--- src/rtl/mips_pipe_pkg.sv ---
// Shared pipeline types for the ID-stage destination tracking and forwarding logic.
package mips_pipe_pkg;

   localparam int REG_W = 5;

   localparam logic [1:0] FWD_RF   = 2'b00;
   localparam logic [1:0] FWD_EXE  = 2'b01;
   localparam logic [1:0] FWD_MEM  = 2'b10;
   localparam logic [1:0] FWD_LOAD = 2'b11;

   typedef struct packed {
      logic [REG_W-1:0] dest;
      logic             wreg;
      logic             m2reg;
   } dest_entry_t;

   // $0 is hardwired to zero, so a write to it is never a real producer.
   function automatic logic entry_hits(input dest_entry_t e, input logic [REG_W-1:0] src);
      return e.wreg && (e.dest == src) && (src != '0);
   endfunction

endpackage

--- src/rtl/fwd_sel.sv ---
// Forwarding select for one ID source register against the EX and MEM producers.
module fwd_sel
   import mips_pipe_pkg::*;
(
   input  logic [REG_W-1:0] src,
   input  dest_entry_t      ex_e,
   input  dest_entry_t      mem_e,
   output logic [1:0]       sel,
   output logic             ex_load_hit
);

   logic ex_hit;
   logic mem_hit;

   assign ex_hit      = entry_hits(ex_e, src);
   assign mem_hit     = entry_hits(mem_e, src);
   assign ex_load_hit = ex_hit && ex_e.m2reg;

   // Youngest producer wins; a load still in EX has no data yet, so it falls
   // through to MEM (the stall covers that case).
   always_comb begin
      sel = FWD_RF;
      if (ex_hit && !ex_e.m2reg)
         sel = FWD_EXE;
      else if (mem_hit && !mem_e.m2reg)
         sel = FWD_MEM;
      else if (mem_hit && mem_e.m2reg)
         sel = FWD_LOAD;
   end

endmodule

--- src/rtl/dest_reg_tracker.sv ---
// Tracks ID destinations through EX/MEM/WB and derives forwarding selects,
// load-use stall and the register-file write port.
module dest_reg_tracker
   import mips_pipe_pkg::*;
(
   input  logic             clk,
   input  logic             rst_n,
   input  logic [REG_W-1:0] id_dest_reg,
   input  logic             id_wreg,
   input  logic             id_m2reg,
   input  logic             id_valid,
   input  logic [REG_W-1:0] id_rs,
   input  logic             id_rs_used,
   input  logic [REG_W-1:0] id_rt,
   input  logic             id_rt_used,
   input  logic             ex_flush,
   output logic             stall,
   output logic [1:0]       fwd_a,
   output logic [1:0]       fwd_b,
   output logic [REG_W-1:0] ex_dest,
   output logic [REG_W-1:0] mem_dest,
   output logic [REG_W-1:0] wb_dest,
   output logic             wb_wreg
);

   dest_entry_t      ex_q;
   dest_entry_t      mem_q;
   // WB never forwards, so its load flag has no consumer and is not kept.
   logic [REG_W-1:0] wb_dest_q;
   logic             wb_wreg_q;

   logic        a_ld_hit;
   logic        b_ld_hit;
   dest_entry_t id_e;

   assign id_e = '{dest: id_dest_reg, wreg: id_wreg, m2reg: id_m2reg};

   fwd_sel u_fwd_rs (
      .src         (id_rs),
      .ex_e        (ex_q),
      .mem_e       (mem_q),
      .sel         (fwd_a),
      .ex_load_hit (a_ld_hit)
   );

   fwd_sel u_fwd_rt (
      .src         (id_rt),
      .ex_e        (ex_q),
      .mem_e       (mem_q),
      .sel         (fwd_b),
      .ex_load_hit (b_ld_hit)
   );

   // Load-use: a consumer right behind a load must wait one cycle for MEM data.
   always_comb begin
      stall = id_valid && ((id_rs_used && a_ld_hit) || (id_rt_used && b_ld_hit));
   end

   // Advance the tracking pipeline; stalls, flushes and empty slots enter EX as bubbles.
   always_ff @(posedge clk or negedge rst_n) begin
      if (!rst_n) begin
         ex_q      <= '0;
         mem_q     <= '0;
         wb_dest_q <= '0;
         wb_wreg_q <= 1'b0;
      end else begin
         wb_dest_q <= mem_q.dest;
         wb_wreg_q <= mem_q.wreg;
         mem_q     <= ex_q;
         if (stall || ex_flush || !id_valid)
            ex_q <= '0;
         else
            ex_q <= id_e;
      end
   end

   assign ex_dest  = ex_q.dest;
   assign mem_dest = mem_q.dest;
   assign wb_dest  = wb_dest_q;
   assign wb_wreg  = wb_wreg_q;

endmodule

--- config.mk ---
export PLATFORM = sky130hd
export DESIGN_NAME = dest_reg_tracker
export DESIGN_NICKNAME = d
export VERILOG_FILES = /design/src/rtl/mips_pipe_pkg.sv /design/src/rtl/fwd_sel.sv /design/src/rtl/dest_reg_tracker.sv
export SDC_FILE = /design/constraint.sdc
export NUM_CORES = 1
export LEC_CHECK = 0
export CAP_MARGIN = 20
export CORE_UTILIZATION = 41
export CTS_BUF_LIST = sky130_fd_sc_hd__clkbuf_4 sky130_fd_sc_hd__clkbuf_8
export DETAILED_ROUTE_END_ITERATION = 6
export PLACE_DENSITY = 0.79
export SKIP_CTS_REPAIR_TIMING = 1
export SYNTH_ARGS = -nofsm -noshare
export SYNTH_HDL_FRONTEND = slang
export SYNTH_HIERARCHICAL = 1
export SYNTH_SLANG_ARGS = --single-unit
--- constraint.sdc ---
create_clock -name clk -period 4.6 [get_ports clk]
set_input_delay 0.69 -clock clk [delete_from_list [all_inputs] [get_ports clk]]
set_output_delay 0.69 -clock clk [all_outputs]
set_load 0.01 [all_outputs]
# ---- Word-level counts from Yosys, hierarchy flattened
# Cells that the tools add are included.
# Widths: inputs -> output; s select.
dict set report word_totals {
  ff_bits 20
  wordCells 46
  input_bits 23
}
dict set report classes {
  reduce_logical 27
  n_mux 7
  eq_ne 4
}
# op n
set op_table {}
lappend op_table {{$eq 5x5->1} 4}
lappend op_table {{$logic_and 1x1->1} 19}
lappend op_table {{$mux 2} 6}
lappend op_table {{$reduce_bool 5->1} 2}
lappend op_table {{$mux 7} 1}
lappend op_table {{$logic_not 1->1} 3}
lappend op_table {{$logic_or 1x1->1} 3}

# ---- Depth between registers and ports, before layout
# Gate-level depths: netlist of the first run.
dict set report depth {
  ltp_word 10
  mapped_depth 6
  ltp_nobuf 6
}

# ---- Modules after synthesis
# The synthesis of the first run kept the hierarchy.
# module instances cells_per_inst area_each_um2
set modules_own_cells {}
lappend modules_own_cells {dest_reg_tracker 1 40 654.4}
lappend modules_own_cells {fwd_sel 2 24 171.4}

# ---- Least setup slack after synthesis of the first run
# No wires, ideal clock.
dict set report synth_timing {
  path_type {input -> output}
  start {input port id_rs[0]}
  end {output port stall}
  t_required_ps 3910
  arrival_ps 1781
  cell_stages 6
  setup_slack_ps 2129
  n_path_buf 0
  cell_sequence {or4_4 nor2_2 or3_1 nor2_1 a22oi_4 nor2b_1}
}
dict set report synth_via {
  elab_chain_cells 7
}
# element line
set synth_lines {}
lappend synth_lines {{from (decl)} dest_reg_tracker.sv:12} ;# input logic [REG_W-1:0] id_rs,
lappend synth_lines {{$eq 5x5->1} mips_pipe_pkg.sv:19} ;# return e.wreg && (e.dest == src) && (src != '0);
lappend synth_lines {{$logic_and 1x1->1} mips_pipe_pkg.sv:19}
lappend synth_lines {{$logic_and 1x1->1 *} mips_pipe_pkg.sv:19}
lappend synth_lines {{$logic_and 1x1->1 *} fwd_sel.sv:17} ;# assign ex_load_hit = ex_hit && ex_e.m2reg;
lappend synth_lines {{via a_ld_hit} dest_reg_tracker.sv:32} ;# logic a_ld_hit;
lappend synth_lines {{$logic_and 1x1->1 *} dest_reg_tracker.sv:56} ;# stall = id_valid && ((id_rs_used && a_ld_hit) || (id_rt_used && b_ld_hit));
lappend synth_lines {{$logic_or 1x1->1 *} dest_reg_tracker.sv:56}
lappend synth_lines {{$logic_and 1x1->1 *} dest_reg_tracker.sv:56}
lappend synth_lines {{to (decl)} dest_reg_tracker.sv:17} ;# output logic stall,
# Mark *: on every way through the listed nets, which the timed path passes. The rest lies on a longest branch.

# ---- Final worst setup path of the first run
# Ends and elaborated chain as after synthesis.

==> flow_metrics.env, run 1 <==
export IMPL_outcome="finished, final reports clean"
export IMPL_yosysSeqAreaShare_pct=50.2
export IMPL_yosysUniqueCellTypes=20
export IMPL_die_w_um=51.3
export IMPL_peakVddDrop_mv=0.137
export IMPL_cp_required_ps=3910
export IMPL_grt_pass1_wl_um=3310
export IMPL_cts_tree="built"
export IMPL_critPathCaptureType="output port"
export IMPL_layoutNonFillerInstCount=152
export IMPL_clk_latency_ps=290
export IMPL_power_total_uw=331
export IMPL_track_usage_pct=17.2
export IMPL_dr_pass1_iters=6
export IMPL_clock_skew_ps=9.33
export IMPL_die_height_um=51.3
export IMPL_gr_total_overflow=0
export IMPL_placed_cell_area_um2=1390
export IMPL_fin_crit_ps=3560
export IMPL_cts_buffers=3
export IMPL_hold_violations=0
export IMPL_final_area_um2=1410
export IMPL_ant_nets=0
export IMPL_synthToLayoutAreaGrowth_pct=41.4
export IMPL_dp_cells=149
export IMPL_final_nets=149
export IMPL_crit_path_max_fanout=8
export IMPL_viasPerCell=5.08
export IMPL_avgSynthCellArea_um2=11.3
export IMPL_critical_path_class="input pin to output port"
export IMPL_num_rows=17
export IMPL_drcViolationCount=0
export IMPL_drv_slew=0
export IMPL_io_buffers=43
export IMPL_wl_per_cell_um=13.6
export IMPL_p_leak_nw=0.591
export IMPL_hold_path_class="register to register"
export IMPL_worst_slew_pin_slew_ps=852
export IMPL_dr_first_iter_drc_count=14
export IMPL_ioPinCount=44
export IMPL_yosys_warnings=6
export IMPL_layout_drive_gt1_share_pct=8.06
export IMPL_slew_headroom_pct=43.0
export IMPL_dp_slack_ps=1030
export IMPL_timing_final_crit_share_pct=77.4
export IMPL_die_area_um2=2630
export IMPL_setup_viol=0
export IMPL_cp_start_kind="input pin"
export IMPL_syn_nets=111
export IMPL_clock_sinks=20
export IMPL_antenna_cells=0
export IMPL_wl_um=2060
export IMPL_fill_cells=214
export IMPL_core_um2=2250
export IMPL_cts_htree_levels=1
export IMPL_ys_ff_latch=20
export IMPL_maxCapViolations=0
export IMPL_syn_area_um2=997
export IMPL_timing_final_ws_setup_ps=1040
export IMPL_cp_arrival_ps=2870
export IMPL_start_util_pct=44.2
export IMPL_grt_antenna_before_repair=0
export IMPL_root_buffer="clkbuf_4"
export IMPL_fmax_mhz=281
export IMPL_setup_tns_ps=0
export IMPL_grt_setup_unrepaired="false"
export IMPL_cts_path_max_buffers=2
export IMPL_clkSlewWorstSetupHoldPaths_ps=100
export IMPL_grt_start_max_net_pins=21
export IMPL_grt_pass1_vias=782
export IMPL_vias=772
export IMPL_place_gp_congestion=0.789
export IMPL_synth_cells=88
export IMPL_p_per_area_nw_per_um2=235
[area by class of cell]
type	count	area, um2	share of cell area (%)
well taps	28	35.0	2.48
multi-input cells	56	414	29.4
flip-flops and latches	20	500	35.5
inverters	2	7.51	0.532
repair buffers	43	430	30.5
clock buffers	3	22.5	1.60
[path summary, 6_finish.rpt]
kind | end | depth (start not counted) | slack, ps | start
min in group asynchronous | wb_dest[4] | 1 | 870 | rst_n
worst max-delay path | stall | 8 | 1040 | id_rs[0]
max in group asynchronous | ex_dest[1] | 1 | 3200 | rst_n
worst min-delay path | mem_q[1] | 0 | 440 | ex_q[1]
worst min register to register | mem_q[1] | 0 | 440 | ex_q[1]
worst max register to register | ex_q[1] | 6 | 2850 | ex_dest[0]
[power by group]
part	internal, mW	switching [mW]
clock	0.0304	0.0498
sequential	0.182	0.00726
combinational	0.0374	0.0238
total	0.250	0.0809
[cells in the final DEF, fill, tap and decap left out]
cell,instances
nor3_2,2
dfrtp_1,20
clkdlybuf4s50_1,43
o21ai_1,2
nand3_1,2
or3_1,2
nor2_2,2
a22oi_4,1
clkbuf_4,3
nor2b_1,1
nor4_1,4
xnor2_1,12
nand4_1,2
xor2_1,8
nor2_1,2
and3_1,7
inv_1,2
and2b_1,1
nand2_1,4
or4_4,2
o22ai_1,2
[kinds of logic (layout without fill, tap and decap cells)]
group / Yosys count / count (layout) / share of synthesized area [%]
and+or+nand+nor: 31 / 31 / 19.6
xor gates and xnor gates: 20 / 20 / 17.6
DFF: 20 / 20 / 50.2
buffers and inverters: 12 / 48 / 8.28
AOI/OAI and AO/OA: 5 / 5 / 4.39
[cells in the mapped netlist (all sizes together)]
library cell | n | share of area (%)
dfrtp | 20 | 50
xnor2 | 12 | 11
buf | 10 | 7.5
xor2 | 8 | 7.0
and3 | 7 | 4.4
nand2 | 4 | 1.5
nor2 | 4 | 2.0
nor4 | 4 | 2.5
inv | 2 | 0.75
nand3 | 2 | 1.0
nand4 | 2 | 1.3
nor3 | 2 | 2.0
o21ai | 2 | 1.0
o22ai | 2 | 1.3
or3 | 2 | 1.3
or4 | 2 | 2.3
a22oi | 1 | 2.1
and2b | 1 | 0.75
nor2b | 1 | 0.63
[sequential cells by signal, indices dropped and copies added, names as in the netlist]
| signal | cells |
|---|---|
| ex_q | 2 |
| ex_dest | 5 |
| wb_wreg | 1 |
| mem_dest | 5 |
| wb_dest | 5 |
| mem_q | 2 |
[stage by stage]
step	util (%)	hold slack [ps]
after global placement	61.5	403
after CTS	62.5	445
after global routing	62.5	452
final	62.5	443
after floorplan	-	374
after detailed placement	61.5	423
[layer usage]
metal / global-route usage (%) / share of wire, % / up-vias
met5: 0 / 0 / -
met4: 5.41 / 0 / 0
met3: 3.27 / 7.0 / 0
met2: 32.0 / 51 / 44
met1: 19.4 / 42 / 361
li1: - / - / 367
[critical path, cell delays in order]
cell and delay (ps):
clkdlybuf4s50_1 550, xnor2_1 140, nand4_1 130, or3_1 400
nor2_1 180, a22oi_4 120, nor2b_1 110, clkdlybuf4s50_1 540
Power figures use the tool's default switching activity.
==> run 2, diff against run 1 <==
clock period = 3.4 ns   (was 4.6 ns; I/O delays follow)
==> results of run 2 <==
Same layout as run 1 (identical final DEF). Status: finished, final reports clean.
Main changes from that run: setup slack after placement 1030 ps -> 187 ps; setup slack after layout 1040 ps -> 200 ps; register-to-register setup slack 2850 ps -> 1650 ps; total power 0.331 mW -> 0.448 mW; worst IR drop on VDD 0.137 mV -> 0.186 mV
==> run 3, diff against run 2 <==
GPL_TIMING_DRIVEN = 1   (was unset)
==> results of run 3 <==
Same layout as run 1 (identical final DEF). Status: finished, final reports clean.
Main changes from that run: setup slack after placement 1030 ps -> 187 ps; setup slack after layout 1040 ps -> 200 ps; register-to-register setup slack 2850 ps -> 1650 ps; total power 0.331 mW -> 0.448 mW; worst IR drop on VDD 0.137 mV -> 0.186 mV
